### src/rtl/key_event_queue_pkg.sv
// Shared constants for the key event queue: register addresses, STATUS/CTRL bit positions
// and the key-event opcode.
package key_event_queue_pkg;
    localparam logic [1:0] KEYQ_A_DATA   = 2'd0;
    localparam logic [1:0] KEYQ_A_STATUS = 2'd1;
    localparam logic [1:0] KEYQ_A_CTRL   = 2'd2;
    localparam logic [1:0] KEYQ_A_RSVD   = 2'd3;

    localparam int KEYQ_ST_OVF      = 31;
    localparam int KEYQ_CTRL_IRQ_EN = 0;
    localparam int KEYQ_CTRL_FLUSH  = 1;

    localparam logic [7:0] KEYQ_OP_KEY = 8'd1;
endpackage

### src/rtl/key_event_queue_fifo.sv
// key_fifo: synchronous FIFO with push/pop/flush, occupancy count and full/empty flags.
// Pop of an empty FIFO and push into a full FIFO (without a pop) are ignored.
module key_fifo #(
    parameter int DEPTH_LOG2 = 3,
    parameter int DW         = 32
) (
    input  logic                  clk,
    input  logic                  rst,
    input  logic                  push,
    input  logic                  pop,
    input  logic                  flush,
    input  logic [DW-1:0]         wdata,
    output logic [DW-1:0]         head,
    output logic [DEPTH_LOG2:0]   count,
    output logic [DEPTH_LOG2:0]   count_next,
    output logic                  full,
    output logic                  empty
);
    localparam int DEPTH = 1 << DEPTH_LOG2;

    logic [DW-1:0]         mem [DEPTH];
    logic [DEPTH_LOG2-1:0] wr_ptr;
    logic [DEPTH_LOG2-1:0] rd_ptr;
    logic                  do_push;
    logic                  do_pop;

    assign full    = (count == (DEPTH_LOG2+1)'(DEPTH));
    assign empty   = (count == '0);
    assign head    = mem[rd_ptr];
    assign do_pop  = pop & ~empty;
    // A pop in the same cycle frees the slot, so a full FIFO still accepts the push.
    assign do_push = push & ~flush & (~full | do_pop);

    always_comb begin
        count_next = count;
        if (flush)
            count_next = '0;
        else
            count_next = count + (DEPTH_LOG2+1)'(do_push) - (DEPTH_LOG2+1)'(do_pop);
    end

    always_ff @(posedge clk) begin
        if (!rst) begin
            wr_ptr <= '0;
            rd_ptr <= '0;
            count  <= '0;
        end else begin
            count <= count_next;
            if (flush) begin
                wr_ptr <= '0;
                rd_ptr <= '0;
            end else begin
                if (do_push) wr_ptr <= wr_ptr + 1'b1;
                if (do_pop)  rd_ptr <= rd_ptr + 1'b1;
            end
        end
    end

    always_ff @(posedge clk) begin
        if (do_push) mem[wr_ptr] <= wdata;
    end
endmodule

### src/rtl/key_event_queue.sv
// key_event_queue: key-event FIFO with a CPU register port (DATA/STATUS/CTRL) and level irq.
// Optional KEYQ_TIMESTAMP_EN replaces ev_data[23:8] with a free-running 16-bit tick at push.
module key_event_queue
    import key_event_queue_pkg::*;
#(
    parameter int DEPTH_LOG2 = 3,
    parameter int DW         = 32
) (
    input  logic          clk,
    input  logic          rst,
    input  logic          ev_valid,
    input  logic [DW-1:0] ev_data,
    input  logic          bus_sel,
    input  logic [1:0]    bus_addr,
    input  logic          bus_rd,
    input  logic          bus_wr,
    input  logic [DW-1:0] bus_wdata,
    output logic [DW-1:0] bus_rdata,
    output logic          bus_ack,
    output logic          irq
);
    logic                rd_req, wr_req, ctrl_wr, pop_req, flush, ovf_evt, status_rd;
    logic                overflow, irq_en, irq_en_next;
    logic                full, empty;
    logic [DW-1:0]       head, ev_word, rdata_next;
    logic [DEPTH_LOG2:0] count, count_next;

    // Read wins over a simultaneous write.
    assign rd_req    = bus_sel & bus_rd;
    assign wr_req    = bus_sel & bus_wr & ~bus_rd;
    assign ctrl_wr   = wr_req & (bus_addr == KEYQ_A_CTRL);
    assign pop_req   = rd_req & (bus_addr == KEYQ_A_DATA);
    assign status_rd = rd_req & (bus_addr == KEYQ_A_STATUS);
    assign flush     = ctrl_wr & bus_wdata[KEYQ_CTRL_FLUSH];
    assign ovf_evt   = ev_valid & full & ~pop_req & ~flush;
    assign irq_en_next = ctrl_wr ? bus_wdata[KEYQ_CTRL_IRQ_EN] : irq_en;

`ifdef KEYQ_TIMESTAMP_EN
    logic [15:0] tick;
    always_ff @(posedge clk) begin
        if (!rst) tick <= '0;
        else      tick <= tick + 16'd1;
    end
    assign ev_word = {ev_data[31:24], tick, ev_data[7:0]};
`else
    assign ev_word = ev_data;
`endif

    key_fifo #(.DEPTH_LOG2(DEPTH_LOG2), .DW(DW)) u_fifo (
        .clk        (clk),
        .rst        (rst),
        .push       (ev_valid),
        .pop        (pop_req),
        .flush      (flush),
        .wdata      (ev_word),
        .head       (head),
        .count      (count),
        .count_next (count_next),
        .full       (full),
        .empty      (empty)
    );

    always_comb begin
        rdata_next = '0;
        if (rd_req) begin
            case (bus_addr)
                KEYQ_A_DATA:   rdata_next = empty ? '0 : head;
                KEYQ_A_STATUS: begin
                    rdata_next[KEYQ_ST_OVF] = overflow;
                    rdata_next[7:0]         = 8'(count);
                end
                KEYQ_A_CTRL:   rdata_next[KEYQ_CTRL_IRQ_EN] = irq_en;
                default:       rdata_next = '0;
            endcase
        end
    end

    always_ff @(posedge clk) begin
        if (!rst) begin
            overflow  <= 1'b0;
            irq_en    <= 1'b0;
            bus_rdata <= '0;
            bus_ack   <= 1'b0;
            irq       <= 1'b0;
        end else begin
            bus_rdata <= rdata_next;
            bus_ack   <= bus_sel & (bus_rd | bus_wr);
            irq_en    <= irq_en_next;
            irq       <= (count_next != '0) & irq_en_next;
            // A new overflow outranks the clear-on-read of STATUS.
            if (flush)          overflow <= 1'b0;
            else if (ovf_evt)   overflow <= 1'b1;
            else if (status_rd) overflow <= 1'b0;
        end
    end
endmodule

### config.mk
export PLATFORM = sky130hd
export DESIGN_NAME = key_event_queue
export DESIGN_NICKNAME = d
export VERILOG_FILES = /design/src/rtl/key_event_queue_pkg.sv /design/src/rtl/key_event_queue_fifo.sv /design/src/rtl/key_event_queue.sv
export SDC_FILE = /design/constraint.sdc
export NUM_CORES = 1
export LEC_CHECK = 0
export ABC_AREA = 1
export CAP_MARGIN = 20
export CORE_MARGIN = 10
export CORE_UTILIZATION = 30
export DETAILED_ROUTE_END_ITERATION = 12
export PLACE_DENSITY = 0.53
export SLEW_MARGIN = 30
export SYNTH_ARGS = -nofsm -noshare
export SYNTH_HDL_FRONTEND = slang
export SYNTH_SLANG_ARGS = --single-unit
### constraint.sdc
create_clock -name clk -period 8.4 [get_ports clk]
set_input_delay 1.26 -clock clk [delete_from_list [all_inputs] [get_ports clk]]
set_output_delay 1.26 -clock clk [all_outputs]
set_load 0.05 [all_outputs]
==> impl_metrics.yaml <==
clock_tree:
  postCtsSetupBuffers: 0
  ctsResizeCount: 0
  path_clk_slew_ns: 0.06
  worstSkewPairLatency_ns: 0.52
  clock_path_buffers: 3
  clock-sinks: 305
  cts_buffers: 34
  cts_root_buf: "clkbuf_16"
  hold_buffers: 0
  cts_tree: "built"
  h-tree-depth: 2
logic_synthesis:
  synth_seq_cells: 305
  synth_edf_count: 256
  synth_top_cells_by_count: "edfxtp_1 (256), nor2_1 (211), nand2_1 (123), o21ai_0 (111), dfxtp_1 (49)"
  async_reset_ff_share_pct: 0
  yosys_most_used_dff: "edfxtp_1"
  synth_area_mm2: 0.0118
  yosysTopAreaCell: "edfxtp_1"
  synth_area_leaders: "edfxtp_1 (65%), dfxtp_1 (8.3%), nor2_1 (6.7%)"
  synth_nets: 1038
  ys_types: 31
  yosysWarnings: 0
  synth_cells: 957
  yosysMostFrequentCell: "edfxtp_1"
  seq_area_frac_synth_pct: 73.7
  synth_top_area_share_pct: 65.3
  avgSynthCellArea_um2: 12.3
timing:
  tns_ns: 0
  fmax_mhz: 309
  clock_skew_ns: 0.0193
  fin_crit_ns: 3.24
  min_period_over_period_pct: 38.5
  hold_viol: 0
  slew_headroom_pct: 44.8
  hold_ws_ns: 0.474
  tightestPinTransition_ns: 0.828
  setup_viol: 0
  finalMaxSlewViolations: 0
  rsz0062_at_grt: "false"
cells_and_area:
  layout.cells.non_filler: 1578
  syn2layout_area_growth_pct: 20.1
  drive_gt1_share_pct: 8.51
  finalNetCount: 1113
  fillers: 3731
  final_core_utilization_pct: 36.5
critical_path:
  crit_top_cell: "nand2_2"
  critPathTopFamily: "simple AND/OR/NAND/NOR gates"
  path_cells: "clkdlybuf4s50_1 -> nand2_1 -> nor2_4 -> nand2_4 -> nand2_2 -> nand2_2 -> inv_2 -> nand2_2 -> nor2_4 -> buf_4"
  crit_buf_inv: 3
  slowest_delay_ns: 0.47
  cp-end-kind: "flip-flop"
  start_kind: "input pin"
  cp_data_required_time_ns: 8.56
  crit_type: "input pin to flip-flop"
  slowest_stage: "clkdlybuf4s50_1"
  cp_max_fo: 22
  cp_data_arrival_time_ns: 3.40
global_route:
  grt_antenna_before_repair: 3
  grt_pass1_wl_um: 40800
  grt_pass1_vias: 7073
  grt_usage_pct: 11.0
  grt-ovfl-total: 0
  grt_max_degree: 101
power_and_ir_drop:
  leakagePower_nw: 4.83
  peakVddDrop_mv: 0.139
  power.density_mw_per_mm2: 248
status:
  outcome: "finished, final reports clean"
routing:
  ant_nets: 0
  first_iter_violations: 382
  via_per_inst: 4.47
  finalWirelength_um: 26300
  avgRoutedWirePerCell_um: 16.7
  via_count: 7056
  dr.pass1.iters: 5
  drt_drc_violations_left: 0
place:
  dp_cells: 1514
  port_buffers: 75
  place.gp.congestion: 0.705
  hpwl_um: 14200
flow_run:
  cap_violations: 0
die:
  die_h_um: 218
  initial_core_util_pct: 30.4
  top_level_ports: 106
  dieWidth_um: 218
  dieArea_mm2: 0.0475
  rows: 72
  coreArea_mm2: 0.0387
hold_path:
  worstHoldPathType: "flip-flop to flip-flop"
-- state kept, by name, summed over array words and instances, names as in the netlist, named ones only --
| signal | flops |
|---|---|
| bus_rdata | 32 |
| overflow | 1 |
| bus_ack | 1 |
| u_fifo.wr_ptr | 3 |
| irq_en | 1 |
| u_fifo.count | 4 |
| u_fifo.rd_ptr | 3 |
| u_fifo.mem | 256 |
| irq | 1 |
-- per-layer routing --
| metal | up-vias | track usage, % | share of wire [%] |
|---|---|---|---|
| li1 | 3504 | - | - |
| met3 | 30 | 3.07 | 6.0 |
| met2 | 132 | 18.1 | 48 |
| met4 | 2 | 3.75 | 1.9 |
| met5 | - | 0 | 0.049 |
| met1 | 3388 | 13.7 | 44 |
-- cell families (layout without fill, tap and decap cells) --
| kind of cell | after synthesis | count (layout) | share of synthesized area [%] |
|---|---|---|---|
| AOI/OAI and AO/OA | 179 | 179 | 8.50 |
| buffers and inverters | 88 | 189 | 3.88 |
| DFF | 305 | 305 | 73.7 |
| xor gates and xnor gates | 3 | 3 | 0.223 |
| adders and majority gates | 9 | 9 | 1.02 |
| and+or+nand+nor | 373 | 373 | 12.7 |
| other | 0 | 2 | 0 |
-- area by class of cell --
cell class / instances / area [um2] / area share, %
timing repair buffer: 89 / 860 / 6.09
clock inverter: 19 / 199 / 1.41
inverter: 38 / 144 / 1.02
multi-input combinational: 564 / 2700 / 19.1
clock buffer: 43 / 895 / 6.33
antenna: 2 / 5.00 / 0.0354
sequential: 305 / 8670 / 61.4
tap: 518 / 648 / 4.59
-- worst paths after layout --
kind	from	endpoint	slack (ns)	depth (start not counted)
max reg2reg	u_fifo.count[2]$_SDFF_PN0_	u_fifo.mem[0][21]$_DFFE_PP_	5.92	10
min	overflow$_SDFFE_PP0P_	bus_rdata[31]$_SDFF_PN0_	0.47	2
max	bus_rd	u_fifo.mem[0][21]$_DFFE_PP_	5.16	10
min reg2reg	overflow$_SDFFE_PP0P_	bus_rdata[31]$_SDFF_PN0_	0.47	2
-- power by group --
| group | total, mW | leakage [nW] | internal, mW | switching [mW] |
|---|---|---|---|---|
| clock | 1.44 | 0.533 | 0.856 | 0.581 |
| combinational | 0.315 | 1.58 | 0.103 | 0.212 |
| sequential | 1.76 | 2.72 | 1.73 | 0.0265 |
| total | 3.51 | 4.83 | 2.69 | 0.820 |
-- cell usage in the layout, fill, tap and decap left out --
cell | netlist | routed
nor2_4 | 1 | 9
clkbuf_8 | 0 | 1
clkinv_1 | 1 | 3
nor2_1 | 211 | 203
edfxtp_1 | 256 | 256
bufinv_16 | 0 | 3
ha_1 | 8 | 8
xnor2_1 | 1 | 1
dfxtp_4 | 0 | 1
dfxtp_2 | 0 | 2
clkbuf_16 | 0 | 34
buf_4 | 4 | 13
nand2_1 | 123 | 123
clkinv_2 | 0 | 8
a21oi_1 | 13 | 13
o211ai_1 | 27 | 27
buf_6 | 12 | 1
inv_1 | 34 | 34
nand2_4 | 1 | 1
nand2_2 | 5 | 5
nor3b_1 | 1 | 1
clkbuf_1 | 16 | 8
a21o_1 | 1 | 1
and3_1 | 1 | 1
clkinvlp_4 | 0 | 2
nor2_8 | 1 | 1
inv_2 | 3 | 2
clkinv_8 | 0 | 1
fa_1 | 1 | 1
clkdlybuf4s50_1 | 0 | 75
xor2_1 | 2 | 2
inv_6 | 0 | 2
clkinv_4 | 0 | 2
dfxtp_1 | 49 | 46
nand3_2 | 1 | 1
o22ai_1 | 27 | 27
or2_2 | 1 | 1
nand3_1 | 27 | 27
o21ai_0 | 111 | 111
diode_2 | 0 | 2
-- tightest hold or removal path, delay by kind of cell, from the launching register on --
| kind | cells | cell delay [ns] |
|---|---|---|
| compound gates | 1 | 0.06 |
| flops | 1 | 0.31 |
| simple gates | 1 | 0.06 |
-- per-stage QoR --
stage               cell area, um2  setup WS (ns)  power, mW
floorplan                    11800           4.72       2.00
global placement             13000           4.58       2.10
detailed placement           13000           4.59       2.11
CTS                          14100           5.12       3.55
global route                 14100           4.91       3.67
finish                       14100           5.16       3.51
Note: power is estimated with default switching activity, not from simulation.
